`config.mk`:
```
export PLATFORM = sky130hd
export DESIGN_NAME = stream_byte_consumer
export DESIGN_NICKNAME = d
export VERILOG_FILES = /design/src/rtl/stream_pkg.sv /design/src/rtl/stream_byte_consumer.sv
export SDC_FILE = /design/constraint.sdc
export NUM_CORES = 1
export LEC_CHECK = 0
export BUFFER_PORTS_ARGS = -buffer_cell sky130_fd_sc_hd__buf_2
export CAP_MARGIN = 5
export CORE_MARGIN = 5
export CORE_UTILIZATION = 45
export DETAILED_ROUTE_END_ITERATION = 10
export PLACE_DENSITY = 0.7
export SLEW_MARGIN = 20
export SYNTH_ARGS = -nofsm -noshare
export SYNTH_HDL_FRONTEND = slang
export SYNTH_SLANG_ARGS = --single-unit
```
`constraint.sdc`:
```
create_clock -name clk -period 5.2 [get_ports clk]
set_input_delay 0.52 -clock clk [delete_from_list [all_inputs] [get_ports clk]]
set_output_delay 0.52 -clock clk [all_outputs]
set_load 0.005 [all_outputs]
```
`src/rtl/stream_pkg.sv`:
```
// Shared types and constants for the byte-stream consumer.
// Holds the assembly FSM state encoding and the lane width.
package stream_pkg;

  localparam int BYTE_W = 8;

  typedef enum logic {
    FILL = 1'b0,
    HOLD = 1'b1
  } state_t;

endpackage

```
`src/rtl/stream_byte_consumer.sv`:
```
// Packs an 8-bit byte stream into WORD_BYTES-wide words with a keep mask; optional STREAM_CONSUMER_PARITY_EN adds in_par/par_err.
// Latency: 1 cycle from the completing byte to out_valid when the output register is free.
// Backpressure: a completed word parks in the assembly register (HOLD, in_ready=0) until the output register drains.
module stream_byte_consumer
  import stream_pkg::*;
#(
  parameter int WORD_BYTES = 4
) (
  input  logic                         clk,
  input  logic                         rst_n,
  input  logic [BYTE_W-1:0]            in_data,
  input  logic                         in_valid,
  input  logic                         in_last,
  output logic                         in_ready,
  output logic [BYTE_W*WORD_BYTES-1:0] out_word,
  output logic [WORD_BYTES-1:0]        out_keep,
  output logic                         out_last,
  output logic                         out_valid,
  input  logic                         out_ready
`ifdef STREAM_CONSUMER_PARITY_EN
  ,
  input  logic                         in_par,
  output logic                         par_err
`endif
);

  localparam int CW = $clog2(WORD_BYTES);
  localparam int WW = BYTE_W * WORD_BYTES;
  localparam logic [CW-1:0] LAST_LANE = CW'(WORD_BYTES - 1);

  state_t                  state, state_nxt;
  logic [CW-1:0]           byte_cnt;
  logic [WW-1:0]           asm_word, asm_word_nxt;
  logic [WORD_BYTES-1:0]   asm_keep, asm_keep_nxt;
  logic                    asm_last;
  logic                    byte_acc, word_done, out_free;
  logic                    load_from_byte, load_from_hold;

  // Ready is forced low while reset is held so nothing is taken mid-reset.
  assign in_ready  = rst_n && (state == FILL);
  assign byte_acc  = in_valid && in_ready;
  assign word_done = byte_acc && ((byte_cnt == LAST_LANE) || in_last);
  assign out_free  = !out_valid || out_ready;

  always_comb begin
    int lane;
    lane         = int'(byte_cnt);
    asm_word_nxt = asm_word;
    asm_keep_nxt = asm_keep;
    asm_word_nxt[lane*BYTE_W +: BYTE_W] = in_data;
    asm_keep_nxt[lane]                  = 1'b1;
  end

  always_ff @(posedge clk or negedge rst_n) begin
    if (!rst_n) begin
      state <= FILL;
    end else begin
      state <= state_nxt;
    end
  end

  always_comb begin
    state_nxt      = state;
    load_from_byte = 1'b0;
    load_from_hold = 1'b0;
    case (state)
      FILL: begin
        if (word_done) begin
          if (out_free) begin
            load_from_byte = 1'b1;
          end else begin
            state_nxt = HOLD;
          end
        end
      end
      HOLD: begin
        if (out_ready) begin
          load_from_hold = 1'b1;
          state_nxt      = FILL;
        end
      end
      default: state_nxt = FILL;
    endcase
  end

  always_ff @(posedge clk or negedge rst_n) begin
    if (!rst_n) begin
      byte_cnt  <= '0;
      asm_word  <= '0;
      asm_keep  <= '0;
      asm_last  <= 1'b0;
      out_word  <= '0;
      out_keep  <= '0;
      out_last  <= 1'b0;
      out_valid <= 1'b0;
    end else if (load_from_byte) begin
      // Completing byte bypasses the assembly register for zero-bubble throughput.
      out_word  <= asm_word_nxt;
      out_keep  <= asm_keep_nxt;
      out_last  <= in_last;
      out_valid <= 1'b1;
      asm_word  <= '0;
      asm_keep  <= '0;
      asm_last  <= 1'b0;
      byte_cnt  <= '0;
    end else if (load_from_hold) begin
      out_word  <= asm_word;
      out_keep  <= asm_keep;
      out_last  <= asm_last;
      out_valid <= 1'b1;
      asm_word  <= '0;
      asm_keep  <= '0;
      asm_last  <= 1'b0;
      byte_cnt  <= '0;
    end else begin
      if (out_ready) begin
        out_valid <= 1'b0;
      end
      if (byte_acc) begin
        asm_word <= asm_word_nxt;
        asm_keep <= asm_keep_nxt;
        if (word_done) begin
          asm_last <= in_last;
        end else begin
          byte_cnt <= byte_cnt + 1'b1;
        end
      end
    end
  end

`ifdef STREAM_CONSUMER_PARITY_EN
  // Sticky error; in_par is expected to equal the XOR of the data bits.
  always_ff @(posedge clk or negedge rst_n) begin
    if (!rst_n) begin
      par_err <= 1'b0;
    end else if (byte_acc && ((^in_data) != in_par)) begin
      par_err <= 1'b1;
    end
  end
`endif

endmodule

```
# Yosys cells after proc, flatten, opt, wreduce, memory -nomap -nowiden
# Cells that the tools add are included.
# Widths: inputs -> output; s select.
[word_totals]
ff_bits = 78
input_bits = 13
word_cells = 67
[op_classes]
n_addsub = 2
n_lt_le_gt_ge = 2
eq_ne = 2
n_shift = 2
n_mux = 35
n_bitwise = 2
n_reduce_logical = 13
[op_table]
columns = ["cell", "count"]
rows = [
  ["$mux 32", 5],
  ["$neg 5->33", 1],
  ["$shift 8x33->32 const A", 1],
  ["$shiftx 8x33->32", 1],
  ["$bwmux 32", 1],
  ["$mux 4", 5],
  ["$mux 1", 18],
  ["$reduce_bool 3->1", 3],
  ["$mux 2", 4],
  ["$logic_and 1x1->1", 4],
  ["$or 4x4->4", 1],
  ["$reduce_and 2->1", 2],
  ["$lt 2x3->1 const B", 1],
  ["$ne 3x1->1 const B", 1],
  ["$add 2x1->2 const B", 1],
  ["$demux 1 s2", 1],
  ["$eq 2x2->1 const B", 1],
  ["$ge 2x1->1 const B", 1],
  ["$logic_or 1x1->1", 2],
  ["$pmux 1 s2", 1],
  ["$reduce_bool 2->1", 1],
  ["$logic_not 1->1", 1],
  ["$not 1->1", 1],
]

# Logic depth before layout (Yosys ltp)
[depth]
depth_word = 8
mapped_depth = 7
depth_no_buf = 6

# Least setup slack after synthesis
# Ideal clock, no wire load.
[synth_timing]
path_type = "register -> register"
startpoint = "register byte_cnt[0]"
endpoint = "register out_word[18]"
setup_time_ns = 0.111
t_arrival_ns = 1.782
path_slack_ns = 3.307
path_stages_with_launch = 8
n_path_buf = 1
cell_sequence = "dfrtp_1 inv_2 ha_1 buf_6 nor4b_2 and3_1 nor2_1 a222oi_1"
[synth_via]
elab_chain_len = 6
elab_cells_between_ends = 11
cone_classes = "add/sub (1); eq/ne (1); shift (2); mux (4); reduce/logical (3)"
[synth_lines]
columns = ["item", "line", "text"]
rows = [
  ["start, declared", "stream_byte_consumer.sv:32", "logic [CW-1:0] byte_cnt;"],
  ["start signal, assigned", "stream_byte_consumer.sv:125", "byte_cnt <= byte_cnt + 1'b1;"],
  ["branches (longest 6 deep; another with $neg 5->33)", "n/a", ""],
  ["end signal, assigned", "stream_byte_consumer.sv:98", "out_word <= asm_word_nxt;"],
  ["end signal, assigned", "stream_byte_consumer.sv:107", "out_word <= asm_word;"],
  ["end, declared", "stream_byte_consumer.sv:15", "output logic [BYTE_W*WORD_BYTES-1:0] out_word,"],
]
# Several ways; the timed one is not identified.
# A chain may end at the register's enable or synchronous reset.

# Worst setup path after layout
[layout_timing]
startpoint = "input rst_n"
endpoint = "register out_word[3]"
[layout_via]
elab_chain_len = 6
elab_cells_between_ends = 7
cone_classes = "mux (3); reduce/logical (4)"
[layout_lines]
columns = ["item", "line", "text"]
rows = [
  ["start, declared", "stream_byte_consumer.sv:10", "input logic rst_n,"],
  ["$logic_and 1x1->1 *", "stream_byte_consumer.sv:40", "assign in_ready = rst_n && (state == FILL);"],
  ["$logic_and 1x1->1 *", "stream_byte_consumer.sv:41", "assign byte_acc = in_valid && in_ready;"],
  ["$logic_and 1x1->1 *", "stream_byte_consumer.sv:42", "assign word_done = byte_acc && ((byte_cnt == LAST_LANE) || in_last);"],
  ["$mux 1 *", "stream_byte_consumer.sv:68", "if (word_done) begin"],
  ["$mux 1 *", "stream_byte_consumer.sv:66", "case (state)"],
  ["$mux 32 or $reduce_bool 2->1 (tied branches)", "n/a", ""],
]
# Mark *: on every way between the ends. The rest lies on a longest branch, timed or not.

==> metrics.cfg <==
[outcome]
status = finished, final reports clean

[placement]
place_hpwl_um = 5910
port-buffer-count = 51
gp_congestion = 0.793

[setup_path]
start_kind = input port
path_class = input port to flop
worstPathRequired_ns = 5.49
reg2reg_to = out_word[3]$_DFFE_PN0P_
worstReg2RegStart = byte_cnt[0]$_DFFE_PN0P_
setup.worst_path.end = out_word[3]$_DFFE_PN0P_
r2r_slack_ns = 2.83
cp-end-kind = flop
cp.arrival_ns = 2.87
r2r_cells = 5
critPathLaunch = rst_n
crit_fanout = 25

[final_layout]
n_fill_cell = 706
regArea_mm2 = 0.00195
finalNetCount = 366
multiInputGateArea_mm2 = 0.00151
diodes = 0
syn2layout_area_growth_pct = 15.0
drive_above_1_share = 0.240

[routing]
wl_um = 8710
ant_nets = 0
drcViolationCount = 0
vias = 2673
wl_per_cell_um = 19.3
via_per_inst = 5.91
firstDrtPassIters = 5
drt_iter0_markers = 133

[yosys]
syn_area_mm2 = 0.00359
synth_edf_count = 0
synthTopCellsByArea = dfrtp_1 54%, a221o_1 7.5%, a22o_1 5.6%
ys_ff_latch = 78
avgSynthCellArea_um2 = 12.1
yosysTopAreaCell = dfrtp_1
syn_nets = 318
yosys_warnings = 0
netlist_instances = 297
yosysUniqueCellTypes = 45
yosys.area.top_type_share = 0.543
ys.flop_type = dfrtp_1
synth_seq_area_share = 0.543
async_flop_share = 1.00

[power]
p_int_w = 0.00112
power_density_mw_per_mm2 = 377
p_leak_nw = 2.06
power.share.clock = 0.353
seqPwrFrac = 0.462
pwr-share-comb = 0.185
power.switching_w = 0.000443
vdd_ir_drop_max_mv = 0.175
swShare = 0.284
power.total_w = 0.00156

[clocking]
root_buffer = clkbuf_8
cts_buffer_depth = 2
numClockSinks = 78
cts.reportedPaths.clkPinSlew_ns = 0.08
clkLatencyLatePin_ns = 0.35
numCtsBuffers = 9
cts_tree = done
cts-htree-levels = 3

[timing]
period_needed_ns = 2.58
fin_tns_setup_ns = 0
fmax_ghz = 0.387
slew_violations = 0
setup_violations = 0
fin_crit_sh = 0.496
finalClockSkew_ns = 0.00715
relSlewSlack = 0.406
worstMarginPinSlew_ns = 0.890
grt_setup_unrepaired = false
hold_viol_final = 0

[grt]
antenna_found_initial = 0
grt_pass1_wl_um = 14100
grt_pass1_vias = 2710
grt_overflow = 0
grt_max_degree = 73
grt_usage = 0.180

[worst_hold_path]
hp-class = input port to flop

[floorplanning]
dieArea_mm2 = 0.00987
die_w_um = 99.3
core-area_mm2 = 0.00777
pin_count = 52
start_util = 0.462
num_rows = 32
die_y_um = 99.3

[flow_run]
cap_violations = 0

-- layout make-up --
cell class | count | share of cell area
Clock buffer | 11 | 0.0318
Clock inverter | 5 | 0.0260
Inverter | 7 | 0.00636
Multi-Input combinational cell | 196 | 0.366
Sequential cell | 78 | 0.472
Tap cell | 102 | 0.0309
Timing Repair Buffer | 53 | 0.0666
-- critical path, stage by stage --
cell and delay (ns):
dlygate4sd3_1 0.52, buf_4 0.18, and3b_1 0.45, nand3_4 0.37, o21ai_1 0.56, a221o_1 0.24
-- cell families (layout without fill, tap and decap cells) --
group / Yosys count / count (layout) / synth area share
flops: 78 / 78 / 0.543
fa+ha+maj: 8 / 8 / 0.0279
buf+inv: 23 / 76 / 0.0355
simple gates: 87 / 87 / 0.155
compound gates: 101 / 101 / 0.239
-- cells in the final DEF (no fill, tap or decap), types with 3 or more instances in the layout --
cell type and count:
o21a_1 3, o21ai_2 5, bufinv_16 3, a221o_1 27, nor2_1 14, nor2b_1 5
ha_1 8, o21ai_0 7, a21oi_1 7, inv_1 6, clkbuf_8 9, buf_2 50
a32o_1 7, nand2_1 11, a22o_1 23, o22a_1 3, and2_1 23, and3_1 13
o21ai_1 5, and2_0 7, a22oi_1 4, dfrtp_1 78
-- state kept, by name (all words and copies together), names as in the netlist --
name	flops
asm_word	32
out_word	32
asm_keep	4
out_keep	4
byte_cnt	2
asm_last	1
out_last	1
out_valid	1
state	1
-- power groups by stage --
stage                     Clock (W)  Combinational (W)  Sequential (W)
after floorplan                   0           0.000184        0.000727
after global placement            0           0.000285        0.000729
after detailed placement          0           0.000290        0.000731
after CTS                  0.000556           0.000294        0.000720
after global routing       0.000577           0.000321        0.000729
final                      0.000549           0.000288        0.000720
-- layer usage --
metal | global-route usage | part of all wire | up-vias
met3 | 0.0358 | 0.068 | 10
met1 | 0.249 | 0.45 | 1344
met4 | 0.0714 | 0.010 | 0
met5 | 0 | 0 | -
li1 | - | - | 1225
met2 | 0.279 | 0.47 | 94
-- synth_stat cells (5+ instances only) --
master / count
dfrtp_1: 78
a221o_1: 27
a22o_1: 23
and2_1: 23
nor2_1: 14
and3_1: 13
nand2_1: 11
ha_1: 8
a21oi_1: 7
a32o_1: 7
and2_0: 7
o21ai_0: 7
inv_1: 6
buf_6: 5
nor2b_1: 5
o21ai_1: 5
o21ai_2: 5
-- worst min-delay path by stage --
stage	from	to	slack (ns)	cells after the start
6_report	out_ready	state$_DFF_PN0_	0.38	2
3_3_place_gp	rst_n	out_word[18]$_DFFE_PN0P_	0.35	1
3_5_place_dp	rst_n	asm_word[18]$_DFFE_PN0P_	0.35	1
5_1_grt	out_ready	state$_DFF_PN0_	0.37	2
2_1_floorplan	rst_n	asm_keep[0]$_DFFE_PN0P_	0.22	0
4_1_cts	out_ready	state$_DFF_PN0_	0.37	2
-- through the flow --
stage	utilization	cells	area (um^2)	setup slack [ns]	hold slack, ns
5_1_grt	0.532	452	4130	2.41	0.374
4_1_cts	0.532	452	4130	2.61	0.369
3_5_place_dp	0.500	435	3880	2.78	0.355
3_3_place_gp	0.500	435	3880	2.84	0.353
6_report	0.532	452	4130	2.62	0.378
2_1_floorplan	-	297	3590	3.31	0.224
-- timing repair --
action | in CTS | in global routing
setup buffers | 0 | 0
gates resized for setup | 0 | 0
hold buffers | 1 | 0
endpoints found under the hold margin | 6 | 0
Power figures use the tool's default switching activity.
